===== config.mk =====
export PLATFORM = sky130hd
export DESIGN_NAME = vga_sync_gen_flat
export DESIGN_NICKNAME = d
export VERILOG_FILES = /design/src/rtl/vga_sync_if.sv /design/src/rtl/vga_sync_gen.sv /design/src/flat_wrapper.sv
export SDC_FILE = /design/constraint.sdc
export NUM_CORES = 1
export LEC_CHECK = 0
export ABC_CLOCK_PERIOD_IN_PS = 3000
export CAP_MARGIN = 10
export CORE_ASPECT_RATIO = 0.75
export CORE_MARGIN = 1.5
export CORE_UTILIZATION = 50
export CTS_BUF_LIST = sky130_fd_sc_hd__clkbuf_8
export CTS_CLUSTER_DIAMETER = 40
export DETAILED_ROUTE_END_ITERATION = 8
export GPL_TIMING_DRIVEN = 0
export HOLD_SLACK_MARGIN = 0.02
export PLACE_DENSITY = 0.88
export SLEW_MARGIN = 5
export SYNTH_ARGS = -nofsm -noshare
export SYNTH_HDL_FRONTEND = slang
export SYNTH_SLANG_ARGS = --single-unit

===== constraint.sdc =====
create_clock -name clk -period 3 [get_ports clk]
set_input_delay 0.45 -clock clk [delete_from_list [all_inputs] [get_ports clk]]
set_output_delay 0.45 -clock clk [all_outputs]
set_load 0.01 [all_outputs]

===== src/rtl/vga_sync_if.sv =====
// Raster timing bundle between vga_sync_gen (master) and its consumers (slave).
// The consumer side supplies the pixel tick enable; everything else flows out of the generator.
interface vga_sync_if;
  logic       pix_en;
  logic [9:0] xcounter;
  logic [9:0] ycounter;
  logic       hsync;
  logic       vsync;
  logic       video_on;
  logic       frame_start;
  logic       line_end;
  logic [9:0] max_x;
  logic [9:0] max_y;

  modport master (
    input  pix_en,
    output xcounter, ycounter, hsync, vsync, video_on,
           frame_start, line_end, max_x, max_y
  );

  modport slave (
    output pix_en,
    input  xcounter, ycounter, hsync, vsync, video_on,
           frame_start, line_end, max_x, max_y
  );
endinterface


===== src/rtl/vga_sync_gen.sv =====
// VGA raster timing generator: pixel/line counters, phase FSMs, registered sync/video
// outputs that always describe the presented counter position, and per-tick strobes.
module vga_sync_gen #(
  parameter int H_ACTIVE = 640,
  parameter int H_FP     = 16,
  parameter int H_SYNC   = 96,
  parameter int H_BP     = 48,
  parameter int V_ACTIVE = 480,
  parameter int V_FP     = 10,
  parameter int V_SYNC   = 2,
  parameter int V_BP     = 33,
  parameter int SYNC_POL = 0
) (
  input  logic       clk,
  input  logic       reset,
  vga_sync_if.master vif
);

  localparam int H_TOTAL = H_ACTIVE + H_FP + H_SYNC + H_BP;
  localparam int V_TOTAL = V_ACTIVE + V_FP + V_SYNC + V_BP;

  generate
    if (H_TOTAL > 1024 || V_TOTAL > 1024) begin : g_total_chk
      $error("vga_sync_gen: H_TOTAL or V_TOTAL exceeds 1024");
    end
    if (H_ACTIVE == 0 || H_FP == 0 || H_SYNC == 0 || H_BP == 0 ||
        V_ACTIVE == 0 || V_FP == 0 || V_SYNC == 0 || V_BP == 0) begin : g_zero_chk
      $error("vga_sync_gen: timing parameters must be non-zero");
    end
  endgenerate

  localparam logic [9:0] H_LAST     = 10'(H_TOTAL - 1);
  localparam logic [9:0] V_LAST     = 10'(V_TOTAL - 1);
  localparam logic [9:0] H_FP_START = 10'(H_ACTIVE);
  localparam logic [9:0] H_SY_START = 10'(H_ACTIVE + H_FP);
  localparam logic [9:0] H_BP_START = 10'(H_ACTIVE + H_FP + H_SYNC);
  localparam logic [9:0] V_FP_START = 10'(V_ACTIVE);
  localparam logic [9:0] V_SY_START = 10'(V_ACTIVE + V_FP);
  localparam logic [9:0] V_BP_START = 10'(V_ACTIVE + V_FP + V_SYNC);
  localparam logic       SYNC_ACT   = (SYNC_POL != 0);

  typedef enum logic [1:0] {H_ACT, H_FRONT, H_SYNCP, H_BACK} h_phase_e;
  typedef enum logic [1:0] {V_ACT, V_FRONT, V_SYNCP, V_BACK} v_phase_e;

  logic [9:0] x_p0, y_p0;
  logic [9:0] x_nxt, y_nxt;
  h_phase_e   h_state, h_nxt;
  v_phase_e   v_state, v_nxt;
  logic       hsync_p0, vsync_p0, video_p0;

  // Next raster position; holds when no pixel tick is present.
  always_comb begin
    x_nxt = x_p0;
    y_nxt = y_p0;
    if (vif.pix_en) begin
      if (x_p0 == H_LAST) begin
        x_nxt = '0;
        y_nxt = (y_p0 == V_LAST) ? '0 : y_p0 + 10'd1;
      end else begin
        x_nxt = x_p0 + 10'd1;
      end
    end
  end

  // Phases advance on the position being entered, so the registered syncs match it.
  always_comb begin
    h_nxt = h_state;
    case (h_state)
      H_ACT:   if (x_nxt == H_FP_START) h_nxt = H_FRONT;
      H_FRONT: if (x_nxt == H_SY_START) h_nxt = H_SYNCP;
      H_SYNCP: if (x_nxt == H_BP_START) h_nxt = H_BACK;
      H_BACK:  if (x_nxt == '0)         h_nxt = H_ACT;
      default: h_nxt = H_ACT;
    endcase
  end

  // y only moves at a line wrap, so vertical phases change only with xcounter -> 0.
  always_comb begin
    v_nxt = v_state;
    case (v_state)
      V_ACT:   if (y_nxt == V_FP_START) v_nxt = V_FRONT;
      V_FRONT: if (y_nxt == V_SY_START) v_nxt = V_SYNCP;
      V_SYNCP: if (y_nxt == V_BP_START) v_nxt = V_BACK;
      V_BACK:  if (y_nxt == '0)         v_nxt = V_ACT;
      default: v_nxt = V_ACT;
    endcase
  end

  // Stage p0: counter, phase and output registers.
  always_ff @(posedge clk) begin
    if (reset) begin
      x_p0     <= '0;
      y_p0     <= '0;
      h_state  <= H_ACT;
      v_state  <= V_ACT;
      hsync_p0 <= ~SYNC_ACT;
      vsync_p0 <= ~SYNC_ACT;
      video_p0 <= 1'b1;
    end else begin
      x_p0     <= x_nxt;
      y_p0     <= y_nxt;
      h_state  <= h_nxt;
      v_state  <= v_nxt;
      hsync_p0 <= (h_nxt == H_SYNCP) ? SYNC_ACT : ~SYNC_ACT;
      vsync_p0 <= (v_nxt == V_SYNCP) ? SYNC_ACT : ~SYNC_ACT;
      video_p0 <= (h_nxt == H_ACT) && (v_nxt == V_ACT);
    end
  end

  assign vif.xcounter    = x_p0;
  assign vif.ycounter    = y_p0;
  assign vif.hsync       = hsync_p0;
  assign vif.vsync       = vsync_p0;
  assign vif.video_on    = video_p0;
  assign vif.frame_start = vif.pix_en & ~reset & (x_p0 == '0) & (y_p0 == '0);
  assign vif.line_end    = vif.pix_en & ~reset & (x_p0 == H_LAST);
  assign vif.max_x       = 10'(H_ACTIVE);
  assign vif.max_y       = 10'(V_ACTIVE);

endmodule


===== src/flat_wrapper.sv =====
// flat-port wrapper written by rule: the top's interface ports become plain ports
module vga_sync_gen_flat 
#(
  parameter int H_ACTIVE = 640,
  parameter int H_FP     = 16,
  parameter int H_SYNC   = 96,
  parameter int H_BP     = 48,
  parameter int V_ACTIVE = 480,
  parameter int V_FP     = 10,
  parameter int V_SYNC   = 2,
  parameter int V_BP     = 33,
  parameter int SYNC_POL = 0
)
  (clk, reset, vif_pix_en, vif_xcounter, vif_ycounter, vif_hsync, vif_vsync, vif_video_on, vif_frame_start, vif_line_end, vif_max_x, vif_max_y);
  vga_sync_if vif_i ();
  input  logic clk;
  input  logic reset;
  input wire logic [$bits(vif_i.pix_en)-1:0] vif_pix_en;
  output wire logic [$bits(vif_i.xcounter)-1:0] vif_xcounter;
  output wire logic [$bits(vif_i.ycounter)-1:0] vif_ycounter;
  output wire logic [$bits(vif_i.hsync)-1:0] vif_hsync;
  output wire logic [$bits(vif_i.vsync)-1:0] vif_vsync;
  output wire logic [$bits(vif_i.video_on)-1:0] vif_video_on;
  output wire logic [$bits(vif_i.frame_start)-1:0] vif_frame_start;
  output wire logic [$bits(vif_i.line_end)-1:0] vif_line_end;
  output wire logic [$bits(vif_i.max_x)-1:0] vif_max_x;
  output wire logic [$bits(vif_i.max_y)-1:0] vif_max_y;
  assign vif_i.pix_en = vif_pix_en;
  assign vif_xcounter = vif_i.xcounter;
  assign vif_ycounter = vif_i.ycounter;
  assign vif_hsync = vif_i.hsync;
  assign vif_vsync = vif_i.vsync;
  assign vif_video_on = vif_i.video_on;
  assign vif_frame_start = vif_i.frame_start;
  assign vif_line_end = vif_i.line_end;
  assign vif_max_x = vif_i.max_x;
  assign vif_max_y = vif_i.max_y;
  vga_sync_gen #(.H_ACTIVE(H_ACTIVE), .H_FP(H_FP), .H_SYNC(H_SYNC), .H_BP(H_BP), .V_ACTIVE(V_ACTIVE), .V_FP(V_FP), .V_SYNC(V_SYNC), .V_BP(V_BP), .SYNC_POL(SYNC_POL)) u_core (.clk(clk), .reset(reset), .vif(vif_i));
endmodule

* Word-level counts from Yosys, hierarchy flattened *
Index checks and enable logic that the tools add are counted.

word-level totals
  output and inout bits = 45
  word-level logic and storage cells = 56
  flip-flop bits (word level) = 27

operators by class
  bitwise operators = 5
  eq/ne operators = 16
  multiplexer cells = 17
  reductions and logical operators = 9
  add/sub/neg operators = 2

operators by type and width
  cell                     count
  $eq A10 B10 Y1 const B   5
  $mux W10                 5
  $logic_not A10 Y1        4
  $eq A10 B9 Y1 const B    3
  $add A10 B1 Y10 const B  2
  $mux W2                  8
  $pmux W2 S4              2
  $eq A2 B2 Y1 const B     6
  $logic_not A2 Y1         4
  $and A1 B1 Y1            4
  $eq A2 B1 Y1 const B     2
  $mux W1                  2
  $logic_and A1 B1 Y1      1
  $not A1 Y1               1

* Longest topological paths before layout *
  depth in word-level cells = 9
  mapped depth = 11
  gate-level depth less buffers = 9

* Least setup slack after synthesis *
No wires, ideal clock.

  path type = flip-flop to flip-flop
  from = register u_core.y_p0[0], in the netlist u_core.vif.ycounter[0]
  to = register u_core.video_p0, in the netlist u_core.vif.video_on
  library setup time = 0.116 ns
  clock period less this slack = 2.795 ns
  path buffers = 2
  stages on the path, launching flop included = 12
  required time = 2.884 ns
  data arrival time = 2.679 ns
  setup slack = 0.205 ns
  path through = dfxtp_1 > clkbuf_1 > inv_1 > ha_1 > nor4b_4 > and3_1 > clkbuf_1 > o31ai_1 > a221oi_2 > or4b_4 > o22a_1 > a41o_1

between the ends
  longest elaborated chain between the ends = 9
  elaborated cells between the ends (all ways) = 16
  those cells by class = add/sub (1); eq/ne (4); mux (8); reduce/logical (3)

RTL lines
  item                                                      RTL line             RTL
  start: declaration                                        vga_sync_gen.sv:45   logic [9:0] x_p0, y_p0;
  start signal: assignment                                  vga_sync_gen.sv:101  y_p0 <= y_nxt;
  $add A10 B1 Y10 / $eq A10 B10 Y1 (equally long branches)  vga_sync_gen.sv:58   y_nxt = (y_p0 == V_LAST) ? '0 : y_p0 + 10'd1;
  $mux W10                                                  vga_sync_gen.sv:58
  $mux W10                                                  vga_sync_gen.sv:56   if (x_p0 == H_LAST) begin
  $mux W10 *                                                vga_sync_gen.sv:55   if (vif.pix_en) begin
  $eq A10 B9 Y1, or another cell as far along               vga_sync_gen.sv:83   V_SYNCP: if (y_nxt == V_BP_START) v_nxt = V_BACK;
  $mux W2 (on tied branches)                                -
  $pmux W2 S4 *                                             vga_sync_gen.sv:80   case (v_state)
  $logic_not A2 Y1 *                                        vga_sync_gen.sv:106  video_p0 <= (h_nxt == H_ACT) && (v_nxt == V_ACT);
  $logic_and A1 B1 Y1 *                                     vga_sync_gen.sv:106
  end signal: assignment                                    vga_sync_gen.sv:106
  end: declaration                                          vga_sync_gen.sv:49   logic hsync_p0, vsync_p0, video_p0;

Every way passes the cells marked *; elsewhere a longest branch is shown, timed or not.
A chain may end at the register's enable or synchronous reset.

* Worst setup path in the final report *
Same ends and word-level chain as after synthesis.

==> results.cfg <==
[drt]
ant_nets = 0
vias_per_cell = 6.01
firstDrtPassIters = 5
wl_met3_um = 659
wl_met2_mm = 2.54
routed_wl_mm = 6.15
drc = 0
drt_iter0_drc = 216
wire_per_inst_um = 15.9
routed-via-count = 2325
met1_length_mm = 2.80
top_layer_used = met4

[logic_synthesis]
ys_seq_area_frac = 0.253
syn_area_per_cell_um2 = 7.73
synth_flop_cell = dfxtp_1
synth-compound-area-share = 0.204
synth-seq-cells = 27
synthAdderAreaFrac = 0.0234
yosysTopAreaCell = dfxtp_1
synthTopCellsByArea = dfxtp_1 25%, buf_4 7.0%, nor2_1 3.9%
synth_edf_count = 0
synthXorXnorAreaFrac = 0.0410
syn_area_um2 = 2130
synth_simple_gate_area_frac = 0.319
ys_types = 58
synthCells = 276
yosysWarnings = 0
synth_top_area_frac = 0.253
synth_top_family_by_area = simple AND/OR/NAND/NOR gates
synth_mux_area_frac = 0.0193
synthArstFlopShare = 0

[clock_network]
htreeDepth = 1
cts_made_buffers = 3
cts_tree = yes
cts_root_buf = clkbuf_8
clk_pin_slew_worst_paths_ns = 0.10
cts_sinks = 27
clockBufferDepth = 2
cts_hold_buf = 0
clk_latency_ns = 0.29

[worst_hold_path]
hold_class = reg -> reg
min_path_cells = 2

[floorplanning]
start_util = 0.523
fp.dieH_um = 59.6
die_area_um2 = 4670
die_w_um = 78.4
io_pins = 48
core_um2 = 4080
fp-row-count = 20

[timing]
timing.fmax_mhz = 335
post-route-period-util = 0.996
final-max-slew-violation-count = 0
setup_viol = 0
fin_crit_ns = 2.99
finalSetupTns_ns = 0
hold_violations = 0
slew_headroom = 0.575
finClkSkew_ns = 0.00471
tightest_slew_ns = 0.637
holdWs_ns = 0.572

[final_layout]
final_nets = 340
fin_cells = 387
layout-area-overhead-vs-synth_pct = 26.3
layout-drive-gt1-share = 0.181
n_antenna_cell = 0

[critical_path]
worstPathRequired_ns = 3.19
r2r_end = u_core.vif.video_on$_SDFF_PP1_
cp-start-kind = register
criticalPathCategory = reg -> reg
arrival_ns = 3.17
worstRegToRegCells = 10
r2r_slack_ns = 0.01
slowest_stage = or4b_4
crit_path_max_incr_delay_ns = 0.52
crit_path_end_kind = register
r2r_start = u_core.vif.ycounter[0]$_SDFF_PP0_
cp_max_fo = 10
crit_path_cell_trace = buf_6 -> inv_1 -> ha_1 -> nor4b_4 -> and3_4 -> o31ai_2 -> a221oi_2 -> or4b_4 -> o22a_1 -> a41o_1
cp-endpoint = u_core.vif.video_on$_SDFF_PP1_
setup.worst_path.start = u_core.vif.ycounter[0]$_SDFF_PP0_

[placed_design]
place.gp.congestion = 0.953
numPortBuffers = 27
hpwlAfterDp_mm = 4.33
dp.cells = 376

[grt]
antenna_found_initial = 0
grt_pass1_vias = 1916
grt_use_total = 0.260
overflow = 0
grt_max_degree = 17
grt_pass1_wl_mm = 9.34

[pwr]
ir_drop_uv = 267
power.density_nw_per_um2 = 247
leakagePower_nw = 1.08

[outcome]
status = completed

[run]
max_cap_violations = 0
-- where the power goes --
group	leakage (nW)	switching [mW]	internal (mW)	total [mW]
logic	0.838	0.0420	0.0383	0.0803
clock network	0.0217	0.127	0.0949	0.222
registers	0.220	0.00382	0.359	0.363
-- state kept, by name, indices dropped and copies added, names as in the netlist --
signal,cells
u_core.vif.ycounter,10
u_core.vif.hsync,1
u_core.v_state,2
u_core.vif.xcounter,10
u_core.h_state,2
u_core.vif.video_on,1
u_core.vif.vsync,1
-- cells in the final DEF (no fill, tap or decap), types with 9 or more instances in the layout --
cell type / count
nor2_1: 22
a31oi_1: 11
inv_1: 9
o21ai_0: 12
conb_1: 20
nand4_1: 11
a21oi_1: 12
and3_1: 11
dfxtp_1: 24
clkdlybuf4s50_1: 26
nand2_1: 11
nand3_1: 13
nor3_1: 10
buf_4: 29
-- metrics by stage --
| stage | power (mW) | area (µm²) | utilization | setup WS [ns] |
|---|---|---|---|---|
| 6_report | 0.665 | 2700 | 0.661 | 0.0133 |
| 5_1_grt | 0.704 | 2700 | 0.661 | -0.0202 |
| 4_1_cts | 0.671 | 2630 | 0.645 | 0.00571 |
| 3_5_place_dp | 0.448 | 2540 | 0.623 | -0.586 |
| 3_3_place_gp | 0.446 | 2540 | 0.623 | -0.521 |
| 2_1_floorplan | 0.428 | 2200 | - | 0.205 |
-- cells in the mapped netlist, drive strengths merged, types with 2 or more instances --
cell and instances:
nor3b 3, buf 30, nor3 11, a31oi 11, a211oi 3, xnor2 7
o211a 2, clkbuf 12, mux2i 3, o21ai 12, or3 2, and2 6
a22oi 2, nor2b 2, inv 9, dfxtp 27, o21a 2, a22o 2
nand4 11, o22ai 2, xor2 3, nor4b 4, conb 2, o221ai 2
a21oi 12, nor2 22, nor4 6, and3 12, o211ai 2, nand3 14
or4 3, ha 4, nand2 11, and4 3
-- metal layers --
layer,vias to the layer above,track usage
li1,1092,-
met1,1059,0.365
met2,156,0.370
met3,18,0.0831
met4,0,0.0995
met5,-,0
-- area by class of cell --
cell class                      instances  area (µm²)
Sequential cell                        27         549
Clock inverter                          1        7.51
Tap cell                               55        68.8
Multi-Input combinational cell        216        1390
Inverter                                9        33.8
Clock buffer                            3        41.3
Fill cell                             356        1380
Buffer                                 40         267
Timing Repair Buffer                   36         337
-- how the worst min path moves through the flow --
stage / from / to
2_1_floorplan: u_core.v_state[0]$_SDFF_PP0_ / u_core.v_state[0]$_SDFF_PP0_
3_3_place_gp: u_core.v_state[0]$_SDFF_PP0_ / u_core.v_state[0]$_SDFF_PP0_
3_5_place_dp: u_core.v_state[0]$_SDFF_PP0_ / u_core.vif.vsync$_SDFF_PP1_
4_1_cts: u_core.v_state[0]$_SDFF_PP0_ / u_core.v_state[0]$_SDFF_PP0_
5_1_grt: u_core.v_state[0]$_SDFF_PP0_ / u_core.v_state[0]$_SDFF_PP0_
6_report: u_core.v_state[0]$_SDFF_PP0_ / u_core.v_state[0]$_SDFF_PP0_
-- timing repair --
| item | 4_1_cts | 5_1_grt |
|---|---|---|
| buffers inserted | 4 | 5 |
| endpoints found under the setup margin | 6 | 5 |
| gates resized for setup | 10 | 13 |
| pin swaps | 2 | 4 |
| gates cloned | 0 | 0 |
-- cells by family (layout without fill, tap and decap cells) --
group / after synthesis / count (layout)
compound gates: 64 / 64
xor+xnor: 10 / 10
fa+ha+maj: 4 / 4
buf+inv: 51 / 89
flops: 27 / 27
mux: 4 / 4
other cells: 2 / 20
simple gates: 114 / 114
-- critical path, delay by kind of cell (launching register included) --
kind	cells	cell delay, ns
DFF	1	0.37
AOI/OAI and AO/OA	4	0.93
adders and majority gates	1	0.16
buffers and inverters	2	0.20
and+or+nand+nor	3	1.23
Power figures use the tool's default switching activity.
